`config.mk`:
```
export PLATFORM = sky130hd
export DESIGN_NAME = vga_timing_gen
export DESIGN_NICKNAME = d
export VERILOG_FILES = /design/src/rtl/vga_timing_gen.sv
export SDC_FILE = /design/constraint.sdc
export NUM_CORES = 1
export LEC_CHECK = 0
export CAP_MARGIN = 20
export CORE_ASPECT_RATIO = 1.5
export CORE_UTILIZATION = 30
export CTS_BUF_LIST = sky130_fd_sc_hd__clkbuf_4 sky130_fd_sc_hd__clkbuf_8 sky130_fd_sc_hd__clkbuf_16
export DETAILED_ROUTE_END_ITERATION = 6
export GPL_ROUTABILITY_DRIVEN = 0
export SLEW_MARGIN = 0
export SYNTH_ARGS = -nofsm -noshare
export SYNTH_HDL_FRONTEND = slang
export SYNTH_SLANG_ARGS = --single-unit
```
`constraint.sdc`:
```
create_clock -name clk -period 4.43 [get_ports clk]
set_input_delay 0.886 -clock clk [delete_from_list [all_inputs] [get_ports clk]]
set_output_delay 0.886 -clock clk [all_outputs]
set_load 0.05 [all_outputs]
```
`src/rtl/vga_timing_gen.sv`:
```
// rtl/vga_timing_gen.sv - parametrised VGA raster timing generator
//
// Purpose: free-running horizontal/vertical raster counters that advance on
// a pixel-clock enable, plus a registered decode of sync pulses, video
// enable, active-area coordinates and line/frame start strobes. All outputs
// share one register stage, so sync and coordinates never skew.
//
// Ports:
//   clk          system clock
//   clr          asynchronous active-low reset
//   ce           pixel enable; everything holds while low
//   hsync/vsync  sync pulses, active level H_POL / V_POL
//   vidon        high inside the active area
//   PixelX/Y     active-area coordinates, 0 outside the active area
//   line_start   high for the step showing hc=0
//   frame_start  high for the step showing hc=0, vc=0
//
// Optional feature macro: VGA_TIMING_PREFETCH_EN
//   Adds NextX/NextY/next_vidon, which lead PixelX/PixelY/vidon by one ce
//   step so a 1-cycle ROM can be addressed from them. The main outputs then
//   sit one ce step further behind the counters.

module vga_timing_gen #(
  parameter int H_ACTIVE = 800,
  parameter int H_FP     = 56,
  parameter int H_SYNC   = 120,
  parameter int H_BP     = 64,
  parameter int V_ACTIVE = 600,
  parameter int V_FP     = 37,
  parameter int V_SYNC   = 6,
  parameter int V_BP     = 23,
  parameter int H_POL    = 1,
  parameter int V_POL    = 1,
  parameter int CW       = 11
) (
  input  logic          clk,
  input  logic          clr,
  input  logic          ce,
  output logic          hsync,
  output logic          vsync,
  output logic          vidon,
  output logic [CW-1:0] PixelX,
  output logic [CW-1:0] PixelY,
  output logic          line_start,
  output logic          frame_start
`ifdef VGA_TIMING_PREFETCH_EN
  ,
  output logic [CW-1:0] NextX,
  output logic [CW-1:0] NextY,
  output logic          next_vidon
`endif
);

  localparam int H_TOTAL = H_ACTIVE + H_FP + H_SYNC + H_BP;
  localparam int V_TOTAL = V_ACTIVE + V_FP + V_SYNC + V_BP;

  localparam logic [CW-1:0] H_LAST = CW'(H_TOTAL - 1);
  localparam logic [CW-1:0] V_LAST = CW'(V_TOTAL - 1);

  // Window bounds are one bit wider than the counters because a bound may
  // equal 2^CW when a total exactly fills the counter range.
  localparam logic [CW:0] H_ACT   = (CW+1)'(H_ACTIVE);
  localparam logic [CW:0] HS_BEG  = (CW+1)'(H_ACTIVE + H_FP);
  localparam logic [CW:0] HS_END  = (CW+1)'(H_ACTIVE + H_FP + H_SYNC);
  localparam logic [CW:0] V_ACT   = (CW+1)'(V_ACTIVE);
  localparam logic [CW:0] VS_BEG  = (CW+1)'(V_ACTIVE + V_FP);
  localparam logic [CW:0] VS_END  = (CW+1)'(V_ACTIVE + V_FP + V_SYNC);

  localparam logic HS_ON = (H_POL != 0);
  localparam logic VS_ON = (V_POL != 0);

  logic [CW-1:0] hc, vc;

  // Raster counters
  always_ff @(posedge clk or negedge clr) begin
    if (!clr) begin
      hc <= '0;
      vc <= '0;
    end else if (ce) begin
      if (hc == H_LAST) begin
        hc <= '0;
        vc <= (vc == V_LAST) ? '0 : vc + 1'b1;
      end else begin
        hc <= hc + 1'b1;
      end
    end
  end

  // Decode of the current (pre-advance) counter position
  logic [CW:0]   hc_w, vc_w;
  logic          d_vidon, d_hs, d_vs, d_ls, d_fs;
  logic [CW-1:0] d_x, d_y;

  always_comb begin
    hc_w    = {1'b0, hc};
    vc_w    = {1'b0, vc};
    d_vidon = (hc_w < H_ACT) && (vc_w < V_ACT);
    d_x     = d_vidon ? hc : '0;
    d_y     = d_vidon ? vc : '0;
    d_hs    = ((hc_w >= HS_BEG) && (hc_w < HS_END)) ? HS_ON : ~HS_ON;
    d_vs    = ((vc_w >= VS_BEG) && (vc_w < VS_END)) ? VS_ON : ~VS_ON;
    d_ls    = (hc == '0);
    d_fs    = (hc == '0) && (vc == '0);
  end

  // First output stage
  logic          s1_vidon, s1_hs, s1_vs, s1_ls, s1_fs;
  logic [CW-1:0] s1_x, s1_y;

  always_ff @(posedge clk or negedge clr) begin
    if (!clr) begin
      s1_vidon <= 1'b0;
      s1_x     <= '0;
      s1_y     <= '0;
      s1_hs    <= ~HS_ON;
      s1_vs    <= ~VS_ON;
      s1_ls    <= 1'b0;
      s1_fs    <= 1'b0;
    end else if (ce) begin
      s1_vidon <= d_vidon;
      s1_x     <= d_x;
      s1_y     <= d_y;
      s1_hs    <= d_hs;
      s1_vs    <= d_vs;
      s1_ls    <= d_ls;
      s1_fs    <= d_fs;
    end
  end

`ifdef VGA_TIMING_PREFETCH_EN
  assign NextX      = s1_x;
  assign NextY      = s1_y;
  assign next_vidon = s1_vidon;

  // Main outputs trail the prefetch stage by one ce step
  always_ff @(posedge clk or negedge clr) begin
    if (!clr) begin
      vidon       <= 1'b0;
      PixelX      <= '0;
      PixelY      <= '0;
      hsync       <= ~HS_ON;
      vsync       <= ~VS_ON;
      line_start  <= 1'b0;
      frame_start <= 1'b0;
    end else if (ce) begin
      vidon       <= s1_vidon;
      PixelX      <= s1_x;
      PixelY      <= s1_y;
      hsync       <= s1_hs;
      vsync       <= s1_vs;
      line_start  <= s1_ls;
      frame_start <= s1_fs;
    end
  end
`else
  assign vidon       = s1_vidon;
  assign PixelX      = s1_x;
  assign PixelY      = s1_y;
  assign hsync       = s1_hs;
  assign vsync       = s1_vs;
  assign line_start  = s1_ls;
  assign frame_start = s1_fs;
`endif

endmodule

```
; ---- After elaboration in Yosys (flattened, before gate mapping)
; Cells that the tools add are included.
[totals]
reg_bits = 49
latch_bits = 0
ramBits = 0
rom_bits = 0
out_inout_bits = 27
elab_cells = 32
n_memories = 0
[classes]
addsub = 2
multipliers = 0
div_mod_pow = 0
order_cmp = 6
eq_ne = 2
shift = 0
n_mux = 6
n_bitwise = 0
n_reduce_logical = 7
[op_table]
columns = operator, count
row1 = $lt 11x10->1 const B, 4
row2 = $mux 11, 4
row3 = $add 11x1->11 const B, 2
row4 = $ge 11x10->1 const B, 2
row5 = $logic_not 11->1, 2
row6 = $eq 11x10->1 const B, 1
row7 = $eq 11x11->1 const B, 1
row8 = $logic_and 1x1->1, 4
row9 = $mux 1, 2
row10 = $reduce_and 2->1, 1

; ---- Depth between registers and ports, before layout
[depth]
ltp_word = 3
ltp_mapped = 6

; ---- Worst setup path after synthesis
; OpenSTA, ideal clock, no wires.
[synth_path]
kind = input to register
startpoint = in ce
endpoint = reg hc[9]
setup_time_ns = 0.124
t_arrival_ns = 1.649
required_ns = 4.306
setup_slack_ns = 2.657
path_stages = 4
path_cell_list = nand3_1 > nor4_1 > nand3_1 > xnor2_1
[synth_lines]
columns = element, line
row1 = from (decl), 38  ; input logic ce,
row2 = to (signal assigned), 84  ; hc <= hc + 1'b1;
row3 = to (decl), 72  ; logic [CW-1:0] hc, vc;

==> impl_metrics.yaml <==
run_status:
  outcome: "finished, final reports clean"
sta:
  maxSlewViolCount: 0
  fin_skew_ps: 7.05
  rsz0062_at_grt: "no"
  report.final.setup_viol: 0
  relSlewSlack: 0.493
  worstMarginPinSlew_ps: 759
  setup_tns_ps: 0
  min_period_ps: 2790
  clock.fmax_mhz: 359
  hold_viol: 0
  fin_crit_sh: 0.629
worst_setup_path:
  critPathMaxStageDelay_ps: 800
  r2r-start: "vc[3]$_DFFE_PN0P_"
  cp_data_required_time_ps: 4650
  setup.worst_path.end_class: "flip-flop"
  crit_fanout: 16
  crit_type: "input pin to flip-flop"
  cp.arrival_ps: 3010
  slowest_stage: "clkdlybuf4s50_1"
  worstPathCellList: "clkdlybuf4s50_1, nand2b_1, a2111oi_4, buf_4, a22o_2"
  critPathLaunchType: "input pin"
  startpoint: "ce"
clock_tree:
  post_cts_buffers: 0
  clkLatencyLatePin_ps: 290
  cts_resized: 0
  cts-root-buf: "clkbuf_16"
  ctsHoldBuffers: 0
  clk_path_buf_depth: 2
  cts.sinks: 49
  htreeDepth: 2
  clk_pin_slew_ps: 70
  numCtsBuffers: 5
  tritoncts: "yes"
global_route:
  grt_pass1_vias: 1776
  grt_max_degree: 50
  grt_pass1_wl_um: 8870
  grt_overflow_total: 0
  grtUsageTotal: 0.140
  antenna_found_initial: 0
layout:
  layout_commonest_cell: "dfrtp_1"
  final_cell_mix: "49 x dfrtp_1, 28 x clkdlybuf4s50_1, 18 x a22o_2"
  final_core_util: 0.379
  syn_to_final_growth_pct: 22.6
  antenna_cells: 0
  nets: 242
  drive_gt1_frac: 0.145
  design_area_sq_mm: 0.00288
placement:
  dpl.hpwl_um: 3660
  place_area_sq_mm: 0.00268
  io_buffers: 29
logic_synthesis:
  syn_inst: 212
  synthDistinctLibCells: 43
  ys_seq_elements: 49
  synth-edff-count: 0
  async_reset_ff_frac: 1.00
  avgSynthCellArea_sq_um: 11.1
  seq_area_frac_synth: 0.522
  ys_warn_count: 0
  ys.flop_type: "dfrtp_1"
  syn-num-nets: 220
  syn_area_sq_mm: 0.00235
power:
  total_power_uw: 1100
  ir_drop_uv: 180
  power-per-cell-area_mw_per_mm2: 381
  leakagePower_uw: 0.00124
floorplan:
  rows: 39
  core-area_sq_mm: 0.00761
  die_h_um: 110
  die_area_sq_mm: 0.00820
  initial_core_util: 0.309
  die_w_um: 74.3
  ios: 30
route:
  vias: 1760
  drt-initial-drc-count: 164
  drt-total-wl_um: 5300
  dr.pass1.iters: 4
  wire_per_inst_um: 15.7
  antenna_left: 0
  drc_errors: 0
  vias_per_cell: 5.22
hold_path:
  min-delay-start: "vidon$_DFFE_PN0P_"
  hp-class: "flip-flop to flip-flop"
job:
  maxCapViolations: 0
-- final cells by class --
type | instances | area, sq um
inverters | 9 | 33.8
clock inverters | 2 | 37.5
fillers | 782 | 4730
multi-input cells | 138 | 998
clock buffers | 6 | 139
repair buffers | 31 | 320
flip-flops and latches | 49 | 1230
well taps | 102 | 128
-- cell usage after synthesis (all sizes together) (6+ instances only) --
master  instances  share of area
buf             6          0.023
a22o           20          0.084
nand4           7          0.019
xor2            6          0.022
nand2          13          0.021
nand3          15          0.032
a21oi           6          0.013
nor2            7          0.011
o21ai          11          0.023
dfrtp          49           0.52
clkbuf         10          0.016
inv             9          0.014
-- routing by layer --
layer,part of all wire,track usage
met1,0.40,0.170
met2,0.52,0.233
met3,0.038,0.0274
met4,0.035,0.0654
met5,0,0
-- stage by stage --
stage	std cells	worst slack (ps)	hold slack [ps]
CTS	336	1620	501
detailed placement	328	1340	488
global route	337	1480	519
floorplan	212	2660	506
finish	337	1640	493
global placement	328	1440	477
-- registers in the layout, indices dropped and copies added (netlist names) --
| register | flops |
|---|---|
| PixelX | 11 |
| PixelY | 11 |
| hc | 11 |
| vc | 11 |
| frame_start | 1 |
| hsync | 1 |
| line_start | 1 |
| vidon | 1 |
| vsync | 1 |
-- cells by family (layout without fill, tap and decap cells) --
group                    Yosys count  in the layout  synth area share
AO/OA/AOI/OAI                     53             53             0.181
XOR/XNOR                          10             10            0.0373
adder cells (fa/ha/maj)            5              5            0.0266
buffers and inverters             25             48            0.0538
flip-flops                        49             49             0.522
multiplexers                       1              1           0.00426
AND/OR/NAND/NOR                   69             69             0.176
-- power by group --
group	total [uW]	switching, uW	internal, uW
Sequential	536	63.0	473
Combinational	114	65.4	48.6
Clock	449	167	282
-- worst max-delay path, delay by kind of cell --
| kind | cells | cell delay, ps |
|---|---|---|
| AOI/OAI and AO/OA | 2 | 770 |
| buffers and inverters | 2 | 1120 |
| and+or+nand+nor | 1 | 220 |
-- worst paths after layout --
check	to	cells after the start	slack (ps)
setup / recovery	PixelY[5]$_DFFE_PN0P_	5	1640
hold / removal	vidon$_DFFE_PN0P_	1	490
setup reg to reg	PixelY[5]$_DFFE_PN0P_	5	2230
hold reg to reg	vidon$_DFFE_PN0P_	1	490
max in group asynchronous	PixelX[0]$_DFFE_PN0P_	2	3310
min in group asynchronous	PixelY[1]$_DFFE_PN0P_	1	590
(Power assumes the default switching activity.)
